$ cat src/rtl/mmio_arbiter_2m.sv
// Two-master round-robin arbiter in front of a single MMIO slave port.
// One arbitration cycle, then slave latency (bounded by TIMEOUT); stalled masters simply hold req.
module mmio_arbiter_2m #(
  parameter int ADDR_W = 32,
  parameter int XLEN = 32,
  parameter int TIMEOUT = 16,
  parameter logic [XLEN-1:0] ERR_DATA = 32'hDEAD_BEEF
) (
  input  logic              clk,
  input  logic              rst,
  input  logic              m0_req,
  input  logic              m0_we,
  input  logic [ADDR_W-1:0] m0_addr,
  input  logic [XLEN-1:0]   m0_wdata,
  output logic [XLEN-1:0]   m0_rdata,
  output logic              m0_ready,
  input  logic              m1_req,
  input  logic              m1_we,
  input  logic [ADDR_W-1:0] m1_addr,
  input  logic [XLEN-1:0]   m1_wdata,
  output logic [XLEN-1:0]   m1_rdata,
  output logic              m1_ready,
  output logic              slave_req,
  output logic              slave_we,
  output logic [ADDR_W-1:0] slave_addr,
  output logic [XLEN-1:0]   slave_wdata,
  input  logic [XLEN-1:0]   slave_rdata,
  input  logic              slave_ready,
  output logic              grant,
  output logic              busy,
  output logic              timeout_err
);

  typedef enum logic {IDLE, XFER} state_t;

  localparam logic [7:0] CNT_LAST = 8'(TIMEOUT - 1);

  state_t          state, state_n;
  logic            prio, prio_n;
  logic            grant_n;
  logic            terr_n;
  logic [7:0]      cnt, cnt_n;
  logic [XLEN-1:0] done_data;

  always_ff @(posedge clk) begin
    if (rst) begin
      state       <= IDLE;
      prio        <= 1'b0;
      grant       <= 1'b0;
      cnt         <= 8'd0;
      timeout_err <= 1'b0;
    end else begin
      state       <= state_n;
      prio        <= prio_n;
      grant       <= grant_n;
      cnt         <= cnt_n;
      timeout_err <= terr_n;
    end
  end

  assign busy = (state == XFER);

  always_comb begin
    state_n     = state;
    prio_n      = prio;
    grant_n     = grant;
    cnt_n       = cnt;
    terr_n      = timeout_err;
    slave_req   = 1'b0;
    slave_we    = 1'b0;
    slave_addr  = '0;
    slave_wdata = '0;
    m0_ready    = 1'b0;
    m1_ready    = 1'b0;
    m0_rdata    = '0;
    m1_rdata    = '0;
    done_data   = '0;
    case (state)
      IDLE: begin
        if (m0_req || m1_req) begin
          state_n = XFER;
          cnt_n   = 8'd0;
          grant_n = (m0_req && m1_req) ? prio : m1_req;
        end
      end
      XFER: begin
        slave_req   = 1'b1;
        slave_we    = grant ? m1_we    : m0_we;
        slave_addr  = grant ? m1_addr  : m0_addr;
        slave_wdata = grant ? m1_wdata : m0_wdata;
        if (slave_ready || cnt == CNT_LAST) begin
          // A timed-out read gets the error pattern; a timed-out write just completes.
          if (slave_ready)   done_data = slave_rdata;
          else if (!slave_we) done_data = ERR_DATA;
          if (grant) begin
            m1_ready = 1'b1;
            m1_rdata = done_data;
          end else begin
            m0_ready = 1'b1;
            m0_rdata = done_data;
          end
          state_n = IDLE;
          prio_n  = ~grant;
          if (!slave_ready) terr_n = 1'b1;
        end else begin
          cnt_n = cnt + 8'd1;
        end
      end
      default: state_n = IDLE;
    endcase
  end

endmodule
$ cat config.mk
export PLATFORM = sky130hd
export DESIGN_NAME = mmio_arbiter_2m
export DESIGN_NICKNAME = d
export VERILOG_FILES = /design/src/rtl/mmio_arbiter_2m.sv
export SDC_FILE = /design/constraint.sdc
export NUM_CORES = 1
export LEC_CHECK = 0
export ABC_AREA = 1
export CAP_MARGIN = 40
export CORE_AREA = 2 2 118 120
export CTS_CLUSTER_DIAMETER = 150
export DETAILED_ROUTE_END_ITERATION = 8
export DIE_AREA = 0 0 120 122
export MAX_ROUTING_LAYER = met4
export SYNTH_ARGS = -nofsm -noshare
export SYNTH_HDL_FRONTEND = slang
export SYNTH_SLANG_ARGS = --single-unit
$ cat constraint.sdc
create_clock -name clk -period 2.4 [get_ports clk]
set_clock_uncertainty 0.1 [all_clocks]
set_input_delay 0.36 -clock clk [delete_from_list [all_inputs] [get_ports clk]]
set_output_delay 0.36 -clock clk [all_outputs]
set_load 0.02 [all_outputs]
* Yosys cells after proc, flatten, opt, wreduce, memory -nomap -nowiden *
Index checks and enable logic that the tools add are counted.
Widths: inputs -> output; s select.

cells by class
  add/sub/neg operators = 1
  bitwise operators = 3
  reduce and logical (&&, ||, !) cells = 7
  muxes and demuxes = 28
  equal/unequal tests = 3

operators by type and width
  cell                 number
  $mux 32              12
  $mux 8               2
  $pmux 8 s2           1
  $mux 1               12
  $add 8x1->8 const B  1
  $eq 8x4->1 const B   1
  $reduce_and 2->1     3
  $ne 2x2->1 const B   2
  $not 1->1            3
  $reduce_and 3->1     1
  $logic_or 1x1->1     2
  $pmux 1 s2           1
  $logic_and 1x1->1    1

storage, ports and cells
  input port bits = 167
  output and inout bits = 135
  logic and storage cells = 47
  register bits after elaboration = 12

* Depth between registers and ports, before layout *
  depth after elaboration = 6
  gate-level depth with buffers = 10
  mapped depth without buffers = 9

* Worst setup path after synthesis *
Ideal clock, no wire load.

  path type = reg2out
  start = reg grant
  end = out m0_rdata[10]
  path buffers = 1
  cell stages (with the launch flop) = 6
  arrival = 1482 ps
  required time = 1940 ps
  path slack = 458 ps
  cells stage by stage = dfxtp_1 > mux2i_1 > or2_4 > buf_6 > o21ai_2 > nor2_1

between the ends
  word-level cells in the longest chain between the ends = 6

ends and longest elaborated chain
  what                      RTL line  RTL
  start: declaration        29        output logic grant,
  start signal: assignment  55        grant <= grant_n;
  $mux 1                    88        slave_we = grant ? m1_we : m0_we;
  $mux 32                   94        else if (!slave_we) done_data = ERR_DATA;
  $mux 32                   93        if (slave_ready) done_data = slave_rdata;
  $mux 32 (*)               95        if (grant) begin
  $mux 32 (*)               91        if (slave_ready || cnt == CNT_LAST) begin
  $mux 32 (*)               78        case (state)
  end: declaration          15        output logic [XLEN-1:0] m0_rdata,

Every way passes the cells marked *; elsewhere a longest branch is shown, timed or not.

* Worst setup path in the final report *
  start = in slave_ready
  end = out m1_rdata[8]

between the ends
  word-level cells in the longest chain between the ends = 4
  elaborated cells on any way between the ends = 5
  those cells by class = mux (4); reduce/logical (1)

ends and longest elaborated chain
  what                RTL line  RTL
  start: declaration  28        input logic slave_ready,
  $mux 32             93
  $mux 32             95
  $mux 32 (*)         91
  $mux 32 (*)         78
  end: declaration    21        output logic [XLEN-1:0] m1_rdata,

Marked as above.

==> results.rst <==
.. list-table::
   :header-rows: 1

   * - Metric
     - Value
   * - Vias
     - 3450
   * - Hold endpoint
     - timeout_err$_SDFFE_PP0P_
   * - Post-detail-place hpwl
     - 10980 um
   * - Clock tree from TritonCTS
     - done
   * - Average vias per placed instance
     - 4.356
   * - Fmax
     - 0.4233 GHz
   * - Global-route wire length before repair
     - 18890 um
   * - Root buf cell
     - clkbuf_16
   * - Critical path start-end classification
     - input port to primary output
   * - Clock slew at reported path FFs
     - 0.04 ns
   * - Commonest non-fill, non-tap cells in the layout
     - 172 x clkdlybuf4s50_1, 78 x nor2_1, 64 x a22o_1
   * - Post-synthesis sequential area ratio
     - 12.50%
   * - Number of different library cells in the post-synthesis netlist
     - 24
   * - Area of combinational cells with multiple inputs
     - 0.001416 mm2
   * - Area delta synth->final
     - 166.5%
   * - Final estimated routing congestion in global placement
     - 0.8919
   * - Input/output buffers
     - 301
   * - Average wire per cell in the routed design
     - 17.05 um
   * - Remaining antenna violation count
     - 0
   * - Most common library cell in the layout ignoring fill and taps
     - clkdlybuf4s50_1
   * - Leading cell types by total area after synthesis
     - a22o_1 29%, nor2_1 16%, dfxtp_1 13%
   * - Setup slack of the worst register-to-register path
     - 0.79 ns
   * - Filler cell count
     - 1424
   * - Pre-Repair DR Iteration Count
     - 5
   * - Effective utilization at floorplan
     - 14.23%
   * - Slew at the pin closest to its max-slew limit
     - 0.4557 ns
   * - Chip width
     - 120 um
   * - Critical path launch point type
     - input port
   * - Number of cells on the worst hold path
     - 2
   * - Number of diodes added for antenna fixing
     - 0
   * - Flip-flop and latch area
     - 241.5 um2
   * - Data arrival, critical path
     - 1.90 ns
   * - Yosys warns
     - 0
   * - Final hold vios
     - 0
   * - Global-route total usage across every layer
     - 16.77%
   * - Hold Path Class
     - register to register
   * - Sinks on Clock Net
     - 12
   * - Power density normalized to cell area
     - 295.2 mW/mm2
   * - Pin count of the biggest net entering global routing
     - 51
   * - Vias in the first global route
     - 3337
   * - Clock insertion delay at the later pin of the skew report
     - 0.24 ns
   * - Final period utilization
     - 98.43%
   * - Number of maximum-capacitance constraint violations
     - 0
   * - Largest driver fanout on the critical path
     - 9
   * - Endpoint of the worst-slack reg-to-reg timing path
     - cnt[7]$_SDFFE_PP0P_
   * - Net count reported at finish
     - 781
   * - Synthesized cell area
     - 0.001922 mm2
   * - Endpoint kind of the worst setup timing path
     - primary output
   * - Launch instance of the worst register-to-register path
     - cnt[0]$_SDFFE_PP0P_
   * - Total of endpoints with negative setup slack in the final report
     - 0
   * - Initial antenna violation count
     - 0
   * - Rel. slew slack
     - 69.52%
   * - Flops & latches, synth
     - 12
   * - Synth top area share
     - 29.17%
   * - Proportion of layout cells with a drive suffix above 1
     - 21.73%
   * - Routed wire length
     - 13510 um
   * - Area enclosed by the die boundary
     - 0.01464 mm2
   * - Total nets after synthesis
     - 465
   * - Violation count after the first detailed-route iteration
     - 154
   * - Area of all placed cells without fillers
     - 0.005121 mm2
   * - Cell taking the most area after synthesis
     - a22o_1
   * - Hold buffer count at cts
     - 0
   * - Overflow left after global routing
     - 0
   * - Buffer levels on the longest clock path
     - 2
   * - DRC violation count after routing
     - 0
   * - Htree depth
     - 1
   * - Total clock buffers created by CTS
     - 3
   * - Hold Worst Slack
     - 0.3770 ns
   * - Number of cell instances on the worst register-to-register path
     - 10
   * - Sum Neg Setup Slack
     - 0 ns
   * - Row Count
     - 43
   * - Total core area
     - 0.01350 mm2
   * - Post-Synthesis Cells
     - 297
   * - Leakage dissipation
     - 2.619 nW
   * - Hold Crit Start
     - timeout_err$_SDFFE_PP0P_
   * - Top Ports
     - 302
   * - Required time reported for the critical path endpoint
     - 1.94 ns
   * - Largest vdd supply drop
     - 0.0001731 V
   * - Placed cell area
     - 0.005294 mm2
   * - Time the final worst path needs with I/O delays and setup
     - 2.362 ns
   * - Die span in y
     - 122 um
   * - Max-slew violation count
     - 0
   * - Syn Area/Cell
     - 6.471 um2
   * - Run status
     - finished clean
==> through the flow <==
step	setup WS, ns	instances	util (%)	power [mW]
after floorplan	0.4583	297	-	0.6224
after global placement	-0.2272	782	39.20	1.228
after detailed placement	-0.2628	782	39.20	1.234
after CTS	-0.01471	786	38.86	1.512
after global routing	-0.001503	792	37.92	1.587
final	0.03775	792	37.92	1.512
==> worst max-delay path, stage by stage <==
cell,delay (ns)
clkdlybuf4s50_1,0.51
buf_4,0.20
nand2_1,0.10
nor2_1,0.10
clkdlybuf4s50_1,0.62
==> per-layer routing <==
metal,global-route usage (%),wire length (um),vias to the layer above
li1,-,-,1680
met2,28.30,6551,160
met1,20.79,5713,1598
met4,3.088,167,0
met5,-,0,-
met3,3.605,1072,12
==> registers in the layout, indices dropped and copies added, names as in the netlist <==
register,flops
prio,1
cnt,8
grant,1
timeout_err,1
busy,1
==> timing repair <==
item	in CTS	in global routing
setup endpoints to repair	119	67
gates resized for setup	124	123
setup buffers	0	6
pin swaps	0	1
endpoints found under the hold margin	0	0
==> cell type report <==
type | instances | area share [%]
Sequential cell | 12 | 4.715
Inverter | 19 | 1.466
Multi-Input combinational cell | 238 | 27.66
Timing Repair Buffer | 339 | 60.03
Tap cell | 180 | 4.398
Clock buffer | 4 | 1.735
==> cells by family (layout without fill, tap and decap cells) <==
group | Yosys count | after routing | share of synthesized area, %
AOI/OAI and AO/OA | 103 | 103 | 43.49
xor gates and xnor gates | 1 | 1 | 0.4558
adders and majority gates | 1 | 1 | 0.6509
buffers and inverters | 47 | 362 | 14.06
DFF | 12 | 12 | 12.50
muxes | 1 | 1 | 0.5209
and+or+nand+nor | 132 | 132 | 28.32
==> worst max path at each step <==
stage / startpoint / to / cells after the start
finish: slave_ready / m1_rdata[8] / 5
global placement: m1_we / m0_rdata[13] / 7
CTS: busy$_SDFF_PP0_ / m0_rdata[14] / 5
detailed placement: m1_we / m1_rdata[7] / 7
global route: slave_ready / m1_rdata[8] / 5
floorplan: grant$_SDFFE_PP0P_ / m0_rdata[10] / 5
==> where the power goes <==
part | switching (mW) | total (mW) | internal [mW] | leakage (nW)
logic | 0.452 | 0.957 | 0.505 | 2.48
registers | 0.00657 | 0.214 | 0.207 | 0.0978
clock network | 0.0895 | 0.341 | 0.252 | 0.0442
==> Yosys cell counts, drive strengths merged <==
library cell,number
or2,1
nor2,81
a21boi,1
buf,26
nand3,15
dfxtp,12
nand2,31
xor2,1
a21oi,10
clkbuf,2
o21ai,27
ha,1
mux2i,1
o211ai,1
nand4,4
a22o,64
inv,19
Note: power is estimated with default switching activity, not from simulation.
